`src/rtl/k_and_s_pkg.sv`:
```
// Shared types for the K&S data path: decoded instruction set, opcodes and ALU operations.
package k_and_s_pkg;

  typedef enum logic [4:0] {
    I_NOP, I_LOAD, I_STORE, I_MOVE,
    I_ADD, I_SUB, I_AND, I_OR, I_XOR, I_SHL, I_SHR,
    I_BRANCH, I_BZERO, I_BNEG, I_BOV, I_BNOV, I_BNNEG, I_BNZERO,
    I_CALL, I_RET, I_HALT
  } decoded_instruction_type;

  localparam logic [7:0] OP_LOAD   = 8'h81;
  localparam logic [7:0] OP_STORE  = 8'h82;
  localparam logic [7:0] OP_MOVE   = 8'h91;
  localparam logic [7:0] OP_ADD    = 8'hA1;
  localparam logic [7:0] OP_SUB    = 8'hA2;
  localparam logic [7:0] OP_AND    = 8'hA3;
  localparam logic [7:0] OP_OR     = 8'hA4;
  localparam logic [7:0] OP_XOR    = 8'hA5;
  localparam logic [7:0] OP_SHL    = 8'hA6;
  localparam logic [7:0] OP_SHR    = 8'hA7;
  localparam logic [7:0] OP_BRANCH = 8'h01;
  localparam logic [7:0] OP_BZERO  = 8'h02;
  localparam logic [7:0] OP_BNEG   = 8'h03;
  localparam logic [7:0] OP_BOV    = 8'h05;
  localparam logic [7:0] OP_BNOV   = 8'h06;
  localparam logic [7:0] OP_BNNEG  = 8'h0A;
  localparam logic [7:0] OP_BNZERO = 8'h0B;
  localparam logic [7:0] OP_CALL   = 8'h0C;
  localparam logic [7:0] OP_RET    = 8'h0D;
  localparam logic [7:0] OP_HALT   = 8'hFF;

  typedef enum logic [2:0] {
    ALU_OR   = 3'b000,
    ALU_ADD  = 3'b001,
    ALU_SUB  = 3'b010,
    ALU_AND  = 3'b011,
    ALU_XOR  = 3'b100,
    ALU_SHL  = 3'b101,
    ALU_SHR  = 3'b110,
    ALU_PASS = 3'b111
  } alu_op_t;

endpackage

```
`src/rtl/ks_return_stack.sv`:
```
// Return-address LIFO for CALL/RET; pointer runs 0..DEPTH, misuse sets a sticky error.
module ks_return_stack #(
  parameter int DEPTH  = 4,
  parameter int ADDR_W = 5
) (
  input  logic              clk,
  input  logic              rst_n,
  input  logic              push,
  input  logic              pop,
  input  logic [ADDR_W-1:0] din,
  output logic [ADDR_W-1:0] top,
  output logic              full,
  output logic              empty,
  output logic              err
);

  localparam int PW = $clog2(DEPTH + 1);
  localparam int IW = (DEPTH > 1) ? $clog2(DEPTH) : 1;

  logic [ADDR_W-1:0] mem_r [DEPTH];
  logic [PW-1:0]     ptr_r;
  logic              err_r;
  logic [IW-1:0]     top_idx_s;

  assign empty     = (ptr_r == '0);
  assign full      = (ptr_r == PW'(DEPTH));
  assign top_idx_s = IW'(ptr_r - PW'(1));
  assign top       = empty ? '0 : mem_r[top_idx_s];
  assign err       = err_r;

  // Pointer, storage and sticky error; simultaneous push+pop is a misuse with no stack change.
  always_ff @(posedge clk or negedge rst_n) begin
    if (!rst_n) begin
      ptr_r <= '0;
      err_r <= 1'b0;
      for (int i = 0; i < DEPTH; i++) mem_r[i] <= '0;
    end else if (push && pop) begin
      err_r <= 1'b1;
    end else if (pop) begin
      if (empty) err_r <= 1'b1;
      else       ptr_r <= ptr_r - PW'(1);
    end else if (push) begin
      if (full) begin
        err_r <= 1'b1;
      end else begin
        mem_r[IW'(ptr_r)] <= din;
        ptr_r             <= ptr_r + PW'(1);
      end
    end
  end

endmodule

```
`src/rtl/ks_data_path_p.sv`:
```
// K&S data path: PC, IR, register file, ALU, flags and return stack, steered by the control unit.
module ks_data_path_p
  import k_and_s_pkg::*;
#(
  parameter int DATA_W      = 16,
  parameter int ADDR_W      = 5,
  parameter int NUM_REGS    = 4,
  parameter int STACK_DEPTH = 4
) (
  input  logic                    clk,
  input  logic                    rst_n,
  input  logic                    branch,
  input  logic                    pc_enable,
  input  logic                    ir_enable,
  input  logic                    addr_sel,
  input  logic                    c_sel,
  input  logic [2:0]              operation,
  input  logic                    write_reg_enable,
  input  logic                    flags_reg_enable,
  input  logic                    stack_push,
  input  logic                    stack_pop,
  output decoded_instruction_type decoded_instruction,
  output logic                    zero_op,
  output logic                    neg_op,
  output logic                    unsigned_overflow,
  output logic                    signed_overflow,
  output logic                    stack_full,
  output logic                    stack_empty,
  output logic                    stack_err,
  output logic [ADDR_W-1:0]       ram_addr,
  output logic [DATA_W-1:0]       data_out,
  input  logic [DATA_W-1:0]       data_in
);

  localparam int REG_AW = $clog2(NUM_REGS);

  logic [ADDR_W-1:0] pc_r, pc_next_s, pc_inc_s, addr_s, st_top_s;
  logic [DATA_W-1:0] ir_r, bus_a_s, bus_b_s, bus_c_s, bop_s, alu_res_s;
  logic [DATA_W-1:0] regs_r [NUM_REGS];
  logic [REG_AW-1:0] a_s, b_s, c_s;
  logic [7:0]        opcode_s;
  logic [DATA_W:0]   sum_s;
  logic [DATA_W-1:0] low_s;
  logic              sub_s, un_s, sg_s;
  alu_op_t           alu_op_s;
  decoded_instruction_type dec_s;
  logic              unused_s;

  assign opcode_s = ir_r[DATA_W-1 -: 8];
  assign unused_s = ^ir_r;

  // Opcode decode; fields not used by an instruction stay 0.
  always_comb begin
    dec_s  = I_NOP;
    a_s    = '0;
    b_s    = '0;
    c_s    = '0;
    addr_s = '0;
    case (opcode_s)
      OP_LOAD:   begin dec_s = I_LOAD;  c_s = ir_r[ADDR_W+REG_AW-1:ADDR_W]; addr_s = ir_r[ADDR_W-1:0]; end
      OP_STORE:  begin dec_s = I_STORE; a_s = ir_r[ADDR_W+REG_AW-1:ADDR_W]; addr_s = ir_r[ADDR_W-1:0]; end
      OP_MOVE:   begin dec_s = I_MOVE;  c_s = ir_r[2*REG_AW-1:REG_AW]; a_s = ir_r[REG_AW-1:0]; b_s = ir_r[REG_AW-1:0]; end
      OP_ADD:    begin dec_s = I_ADD; {c_s, b_s, a_s} = ir_r[3*REG_AW-1:0]; end
      OP_SUB:    begin dec_s = I_SUB; {c_s, b_s, a_s} = ir_r[3*REG_AW-1:0]; end
      OP_AND:    begin dec_s = I_AND; {c_s, b_s, a_s} = ir_r[3*REG_AW-1:0]; end
      OP_OR:     begin dec_s = I_OR;  {c_s, b_s, a_s} = ir_r[3*REG_AW-1:0]; end
      OP_XOR:    begin dec_s = I_XOR; {c_s, b_s, a_s} = ir_r[3*REG_AW-1:0]; end
      OP_SHL:    begin dec_s = I_SHL; {c_s, b_s, a_s} = ir_r[3*REG_AW-1:0]; end
      OP_SHR:    begin dec_s = I_SHR; {c_s, b_s, a_s} = ir_r[3*REG_AW-1:0]; end
      OP_BRANCH: begin dec_s = I_BRANCH; addr_s = ir_r[ADDR_W-1:0]; end
      OP_BZERO:  begin dec_s = I_BZERO;  addr_s = ir_r[ADDR_W-1:0]; end
      OP_BNEG:   begin dec_s = I_BNEG;   addr_s = ir_r[ADDR_W-1:0]; end
      OP_BOV:    begin dec_s = I_BOV;    addr_s = ir_r[ADDR_W-1:0]; end
      OP_BNOV:   begin dec_s = I_BNOV;   addr_s = ir_r[ADDR_W-1:0]; end
      OP_BNNEG:  begin dec_s = I_BNNEG;  addr_s = ir_r[ADDR_W-1:0]; end
      OP_BNZERO: begin dec_s = I_BNZERO; addr_s = ir_r[ADDR_W-1:0]; end
      OP_CALL:   begin dec_s = I_CALL;   addr_s = ir_r[ADDR_W-1:0]; end
      OP_RET:    dec_s = I_RET;
      OP_HALT:   dec_s = I_HALT;
      default:   dec_s = I_NOP;
    endcase
  end

  assign decoded_instruction = dec_s;
  assign bus_a_s  = regs_r[a_s];
  assign bus_b_s  = regs_r[b_s];
  assign data_out = bus_a_s;
  assign ram_addr = addr_sel ? pc_r : addr_s;

  // One shared adder serves ADD and SUB; low_s exposes the carry into the MSB.
  assign alu_op_s = alu_op_t'(operation);
  assign sub_s    = (alu_op_s == ALU_SUB);
  assign bop_s    = sub_s ? ~bus_b_s : bus_b_s;
  assign sum_s    = {1'b0, bus_a_s} + {1'b0, bop_s} + {{DATA_W{1'b0}}, sub_s};
  assign low_s    = {1'b0, bus_a_s[DATA_W-2:0]} + {1'b0, bop_s[DATA_W-2:0]} + {{(DATA_W-1){1'b0}}, sub_s};

  // ALU result and overflow flags.
  always_comb begin
    alu_res_s = bus_a_s;
    un_s      = 1'b0;
    sg_s      = 1'b0;
    case (alu_op_s)
      ALU_OR:  alu_res_s = bus_a_s | bus_b_s;
      ALU_AND: alu_res_s = bus_a_s & bus_b_s;
      ALU_XOR: alu_res_s = bus_a_s ^ bus_b_s;
      ALU_ADD, ALU_SUB: begin
        alu_res_s = sum_s[DATA_W-1:0];
        un_s      = sum_s[DATA_W];
        sg_s      = low_s[DATA_W-1] ^ sum_s[DATA_W];
      end
      ALU_SHL: begin
        alu_res_s = {bus_a_s[DATA_W-2:0], 1'b0};
        un_s      = bus_a_s[DATA_W-1];
        sg_s      = bus_a_s[DATA_W-1] ^ bus_a_s[DATA_W-2];
      end
      ALU_SHR: begin
        alu_res_s = {1'b0, bus_a_s[DATA_W-1:1]};
        un_s      = bus_a_s[0];
      end
      ALU_PASS: alu_res_s = bus_a_s;
      default:  alu_res_s = bus_a_s;
    endcase
  end

  assign bus_c_s = c_sel ? alu_res_s : data_in;

  // Register file: synchronous write, asynchronous read (same-cycle read sees the old value).
  always_ff @(posedge clk or negedge rst_n) begin
    if (!rst_n) begin
      for (int i = 0; i < NUM_REGS; i++) regs_r[i] <= '0;
    end else if (write_reg_enable) begin
      regs_r[c_s] <= bus_c_s;
    end
  end

  // Flag register.
  always_ff @(posedge clk or negedge rst_n) begin
    if (!rst_n) begin
      zero_op           <= 1'b0;
      neg_op            <= 1'b0;
      unsigned_overflow <= 1'b0;
      signed_overflow   <= 1'b0;
    end else if (flags_reg_enable) begin
      zero_op           <= (alu_res_s == '0);
      neg_op            <= alu_res_s[DATA_W-1];
      unsigned_overflow <= un_s;
      signed_overflow   <= sg_s;
    end
  end

  // Instruction register.
  always_ff @(posedge clk or negedge rst_n) begin
    if (!rst_n)         ir_r <= '0;
    else if (ir_enable) ir_r <= data_in;
  end

  ks_return_stack #(.DEPTH(STACK_DEPTH), .ADDR_W(ADDR_W)) u_stack (
    .clk   (clk),
    .rst_n (rst_n),
    .push  (pc_enable & stack_push),
    .pop   (pc_enable & stack_pop),
    .din   (pc_r),
    .top   (st_top_s),
    .full  (stack_full),
    .empty (stack_empty),
    .err   (stack_err)
  );

  assign pc_inc_s = pc_r + ADDR_W'(1);

  // Next PC: stack misuse and failed RET fall through, a CALL always takes its target.
  always_comb begin
    if (stack_push && stack_pop)  pc_next_s = pc_inc_s;
    else if (stack_pop)           pc_next_s = stack_empty ? pc_inc_s : st_top_s;
    else if (stack_push || branch) pc_next_s = addr_s;
    else                          pc_next_s = pc_inc_s;
  end

  // Program counter.
  always_ff @(posedge clk or negedge rst_n) begin
    if (!rst_n)         pc_r <= '0;
    else if (pc_enable) pc_r <= pc_next_s;
  end

endmodule
```
`config.mk`:
```
export PLATFORM = sky130hd
export DESIGN_NAME = ks_data_path_p
export DESIGN_NICKNAME = d
export VERILOG_FILES = /design/src/rtl/k_and_s_pkg.sv /design/src/rtl/ks_return_stack.sv /design/src/rtl/ks_data_path_p.sv
export SDC_FILE = /design/constraint.sdc
export NUM_CORES = 1
export LEC_CHECK = 0
export ABC_CLOCK_PERIOD_IN_PS = 5100
export CAP_MARGIN = 10
export CORE_MARGIN = 2
export CORE_UTILIZATION = 55
export CTS_CLUSTER_DIAMETER = 80
export DETAILED_ROUTE_END_ITERATION = 12
export PLACE_DENSITY = 0.82
export SETUP_SLACK_MARGIN = 0.3
export SYNTH_ARGS = -nofsm -noshare
export SYNTH_HDL_FRONTEND = slang
export SYNTH_SLANG_ARGS = --single-unit
```
`constraint.sdc`:
```
create_clock -name clk -period 5.1 [get_ports clk]
set_clock_uncertainty 0.05 [all_clocks]
set_input_delay 0.765 -clock clk [delete_from_list [all_inputs] [get_ports clk]]
set_output_delay 0.765 -clock clk [all_outputs]
set_load 0.1 [all_outputs]
```
### Yosys cells after proc, flatten, opt, wreduce, memory -nomap -nowiden

Index checks and enable logic that the tools add are counted.

* register bits after elaboration: 113
* output and inout port bits: 33

* add/sub/neg operators: 7
* $lt $le $gt $ge: 7
* eq/ne operators: 31
* muxes and demuxes: 39
* bitwise gates (word level): 16
* reduce and logical (&&, ||, !) cells: 18

Operators with widths (count)
* $mux W16: 7
* $pmux W16 S7: 1
* $pmux W5 S20: 1
* $eq A8 B8 Y1 const B: 11
* $bmux W16 S2: 2
* $bwmux W64: 1
* $mux W5: 9
* $demux W16 S2: 1
* $eq A8 B4 Y1 const B: 4
* $bwmux W20: 1
* $add A16 B16 Y17: 1
* $add A17 B1 Y17: 1
* $add A15 B15 Y16: 1
* $add A16 B1 Y16: 1
* $and A16 B16 Y16: 1
* $eq A8 B2 Y1 const B: 2
* $eq A8 B3 Y1 const B: 2
* $logic_not A16 Y1: 1
* $not A16 Y16: 1
* $or A16 B16 Y16: 1
* $xor A16 B16 Y16: 1
* $eq A3 B3 Y1 const B: 5
* $ge A3 B3 Y1 const B: 5
* $not A2 Y3: 5
* other kinds (32): 52

### Logic depth before layout (Yosys ltp)

* depth after elaboration: 14
* depth in mapped cells: 24
* gate-level depth less buffers: 19

### By module

A second synthesis with hierarchy kept.

* cells, all modules: 977
* area, all modules: 8902.3 um^2

By module, submodules not included
* ks_data_path_p: times used 1, cells each 876, area an instance 7591.0 um^2
* ks_return_stack: times used 1, cells each 101, area an instance 1311.3 um^2

### Worst setup path after synthesis

OpenSTA, ideal clock, no wires.

* kind: register to register
* start point: reg ir_r[8]
* end point: reg zero_op
* arrival: 6237 ps
* data required time: 4972 ps
* setup slack: -1265 ps
* cell stages (with the launch flop): 20
* buffers on the path: 3
* cells stage by stage: dfrtp_1 > buf_6 > or3_4 > and3_4 > a211o_1 > buf_6 > buf_6 > mux2i_1 > mux2i_1 > ha_1 > a211oi_1 > o21ai_0 > a41oi_1 > o21ai_0 > a221o_1 > xnor2_1 > o22ai_1 > a21boi_0 > or4b_1 > o2bb2ai_1

* elaborated cells on any way between the ends: 30

RTL lines
* start, declared: line ks_data_path_p.sv:38 `logic [DATA_W-1:0] ir_r, bus_a_s, bus_b_s, bus_c_s, bop_s, alu_res_s;`
* start signal, assigned: line ks_data_path_p.sv:154 `else if (ir_enable) ir_r <= data_in;`
* $eq A8 B8 Y1: line ks_data_path_p.sv:59 `case (opcode_s)`
* $reduce_or A8 Y1 (no line)
* $pmux W2 S2 *: line ks_data_path_p.sv:59
* $not A2 Y3 (implied by the code) *: line ks_data_path_p.sv:85 `assign bus_a_s = regs_r[a_s];`
* $bmux W16 S2 *: line ks_data_path_p.sv:85
* $mux W16 (implied by the code) * (2 in a row): line ks_data_path_p.sv:85
* via data_out[2]: line ks_data_path_p.sv:31 `output logic [DATA_W-1:0] data_out,`
* $add A16 B16 Y17: line ks_data_path_p.sv:94 `assign sum_s = {1'b0, bus_a_s} + {1'b0, bop_s} + {{DATA_W{1'b0}}, sub_s};`
* $add A17 B1 Y17: line ks_data_path_p.sv:94
* $pmux W16 S7 *: line ks_data_path_p.sv:102 `case (alu_op_s)`
* $logic_not A16 Y1 *: line ks_data_path_p.sv:144 `zero_op <= (alu_res_s == '0);`
* end signal, assigned: line ks_data_path_p.sv:144
* end, declared: line ks_data_path_p.sv:23 `output logic zero_op,`

The timed path passes the listed nets; every way through them passes the cells marked *. The select of a mux whose other input is x is not followed.
A chain may end at the register's enable or synchronous reset.

### Worst setup path in the final report

* start point: reg ir_r[13]
* end point: reg zero_op

* cells in the longest elaborated chain, start to end: 13
* elaborated cells on any way between the ends: 30

RTL lines
* $eq A8 B8 Y1: line ks_data_path_p.sv:59
* $reduce_or A7 Y1 (no line)
* $pmux W2 S2: line ks_data_path_p.sv:59
* $not A2 Y3 (implied by the code): line ks_data_path_p.sv:86 `assign bus_b_s = regs_r[b_s];`
* $bmux W16 S2: line ks_data_path_p.sv:86
* $mux W16 (implied by the code) (2 in a row): line ks_data_path_p.sv:86
* $not A16 Y16: line ks_data_path_p.sv:93 `assign bop_s = sub_s ? ~bus_b_s : bus_b_s;`
* $mux W16: line ks_data_path_p.sv:93
* $add A16 B16 Y17: line ks_data_path_p.sv:94
* $add A17 B1 Y17: line ks_data_path_p.sv:94
* $pmux W16 S7 *: line ks_data_path_p.sv:102
* $logic_not A16 Y1 *: line ks_data_path_p.sv:144

Mark *: on every way between the ends. The rest lies on a longest branch, timed or not. The select of a mux whose other input is x is not followed.

==> results_dict.tcl <==
set metrics [dict create \
    status "finished, final reports clean" \
    rsz0062_at_grt "yes" \
    path_cells "nor4bb_1, buf_4, nand3_4, nand2_8, buf_12, mux2_2, o21ai_1, buf_4, xnor2_1, ha_1, buf_4, a21oi_2, o211ai_1, or3_1, a311oi_2, o41ai_2, xor2_1, a22o_1, or4b_1, o2bb2ai_1" \
    postRouteAntennaNets 0 \
    ys_top_cells_by_area "dfrtp_1 (31%), mux2_2 (12%), ha_1 (7.9%)" \
    post_drt_via_cell_ratio 6.73 \
    rows 46 \
    utilization_pct 73.2 \
    synth-seq-cells 112 \
    layout_commonest_cell "dfrtp_1" \
    antenna_found_initial 0 \
    yosysTopAreaCellShare_pct 31.2 \
    path_class "flip-flop to flip-flop" \
    synthArstFlopShare_pct 100 \
    fin_crit_sh_pct 98.1 \
    startpoint_type "flip-flop" \
    syn_nets 1092 \
    cts-buffers-inserted 9 \
    numPortBuffers 62 \
    grt_util_all_layers_pct 30.8 \
    slowest_delay_ns 0.51 \
    setup_viol 0 \
    fin_setup_tns_ns 0 \
    clock.fmax_mhz 200 \
    num_vias 9086 \
    crit_required_ns 5.34 \
    max_slew_margin_pct 16.1 \
    die_area_sq_mm 0.0174 \
    worstSkewPairLatency_ns 0.37 \
    hold_viol 0 \
    dp_hpwl_mm 18.9 \
    grt_overflow 0 \
    ys.flop_type "dfrtp_1" \
    synth_cell_type_count 74 \
    synth-simple-area-share_pct 15.3 \
    hold_path.class "flip-flop to flip-flop" \
    yosys-mux-area-fraction_pct 20.1 \
    p_per_area_mw_per_mm2 498 \
    place.gp.congestion 1.02 \
    drive_gt1_share_pct 30.6 \
    syn-cell-area_sq_mm 0.00898 \
    leakagePower_nw 4.96 \
    grt_pass1_vias 8134 \
    drc_errors 0 \
    yosys.area_share.xor_xnor_pct 3.12 \
    wl_per_cell_um 23.4 \
    syn_avg_cell_area_sq_um 8.94 \
    synth_edf_count 0 \
    synth_top_cell_by_area "dfrtp_1" \
    synth_top_family_by_area "multiplexers" \
    path_buf_inv 4 \
    die_y_um 132 \
    irDropWorstVdd_v 0.000407 \
    setup.reg_to_reg.worst_slack_ns 0.1 \
    clk_pin_slew_ns 0.08 \
    critPathTopFamily "simple AND/OR/NAND/NOR gates" \
    seq_area_frac_synth_pct 31.2 \
    cts_tree "built" \
    slew_violations 0 \
    max-cap-violations 0 \
    nets 1217 \
    syn_to_final_growth_pct 30.0 \
    period_needed_ns 5.00 \
    cts.htree.levels 3 \
    antennaDiodeCount 0 \
    totalWireLength_mm 31.6 \
    final_cell_mix "dfrtp_1 (108), buf_4 (102), nand2_1 (95)" \
    cts-root-buf "clkbuf_16" \
    worst-path-max-fanout 8 \
    clock_path_buffers 2 \
    grt_max_degree 78 \
    cp_slowest_cell "or4b_1" \
    dieWidth_um 132 \
    arrival_ns 5.24 \
    grt_pass1_wl_mm 43.2 \
    cts_sinks 112 \
    io_pins 63 \
    syn_inst 1004 \
    synth_fa_ha_area_share_pct 8.17 \
    setup.worst_path.end_class "flip-flop" \
    synth-compound-area-share_pct 16.2 \
    tightest_slew_ns 1.25 \
    firstDrtPassIters 9 \
    ys_warn_count 0 \
    coreArea_sq_mm 0.0159 \
    holdBufCountCts 0 \
    start_util_pct 56.3 \
    drt_iter0_drc 1687 \
    cp_common_cell "buf_4" \
]
-- path summary, 6_finish.rpt --
| path | startpoint | to | cells past startpoint |
|---|---|---|---|
| worst max-delay path | ir_r[13] | zero_op | 20 |
| worst min-delay path | u_stack.err | u_stack.err | 2 |
| worst max register to register | ir_r[13] | zero_op | 20 |
| worst min register to register | u_stack.err | u_stack.err | 2 |
| max in group asynchronous | rst_n | ir_r[13] | 2 |
| min in group asynchronous | rst_n | regs_r[23] | 1 |
-- state kept, by name, summed over array words and instances, names as in the netlist, 3 cells and up --
register and flops:
u_stack.ptr_r 3, regs_r 64, pc_r 5, u_stack.mem_r 20, ir_r 15
-- per-stage QoR --
stage | cells | power (mW) | instance area [sq um] | hold slack (ns) | setup slack [ns]
after global placement | 1271 | 4.38 | 10400 | 0.404 | 0.151
after floorplan | 1004 | 3.56 | 9170 | 0.419 | 0.0142
after CTS | 1298 | 5.33 | 10900 | 0.430 | 0.307
final | 1350 | 5.81 | 11700 | 0.423 | 0.0989
after global routing | 1350 | 6.07 | 11700 | 0.443 | -0.0110
after detailed placement | 1271 | 4.46 | 10400 | 0.411 | 0.0238
-- cells in the mapped netlist (5+ instances only) --
cell type	instances
a211o_1	6
a211oi_1	9
a21o_1	6
a21oi_1	54
a22oi_1	5
a31oi_1	9
and2_1	7
and3_1	7
buf_1	9
buf_6	8
clkbuf_1	44
dfrtp_1	112
ha_1	57
inv_1	53
mux2_2	96
mux2i_1	58
mux4_2	5
nand2_1	97
nand2b_1	7
nand3_1	45
nor2_1	68
nor2b_1	7
nor3_1	14
nor3b_1	5
o211ai_1	10
o21ai_0	77
o221ai_1	5
o22ai_1	9
xnor2_1	27
xor2_1	5
-- what timing repair did --
action / in CTS / in global routing
cloned: 1 / 3
setup buffers: 10 / 49
gates resized for setup: 22 / 82
endpoints found under the setup margin: 22 / 35
pin swaps: 6 / 28
-- where the power goes --
group	internal, mW	switching [mW]
clock	0.394	0.365
combinational	1.56	2.09
sequential	1.15	0.259
-- tightest hold or removal path: stages, from the launching register on --
cell and delay, ns:
dfrtp_1 0.34, inv_1 0.05, o31ai_1 0.05
-- metal layers --
| layer | up-vias | global-route usage (%) | wire [um] |
|---|---|---|---|
| met2 | 693 | 50.6 | 14600 |
| met1 | 4327 | 39.9 | 11400 |
| met5 | - | 0 | 0 |
| met4 | 0 | 13.7 | 2140 |
| met3 | 210 | 5.88 | 3480 |
| li1 | 3856 | - | - |
-- logic make-up (layout without fill, tap and decap cells) --
group | after synthesis | count (layout)
muxes | 161 | 161
DFF | 112 | 112
AOI/OAI and AO/OA | 232 | 232
buffers and inverters | 121 | 251
and+or+nand+nor | 288 | 288
adders and majority gates | 58 | 58
xor gates and xnor gates | 32 | 32
-- cell type report --
cell class	count	area, sq um
inverter	56	224
fill	999	4280
tap	216	270
multi-input combinational	771	6220
clock buffer	9	225
sequential	112	2810
timing repair buffer	179	1840
clock inverter	7	86.3
Note: power is estimated with default switching activity, not from simulation.
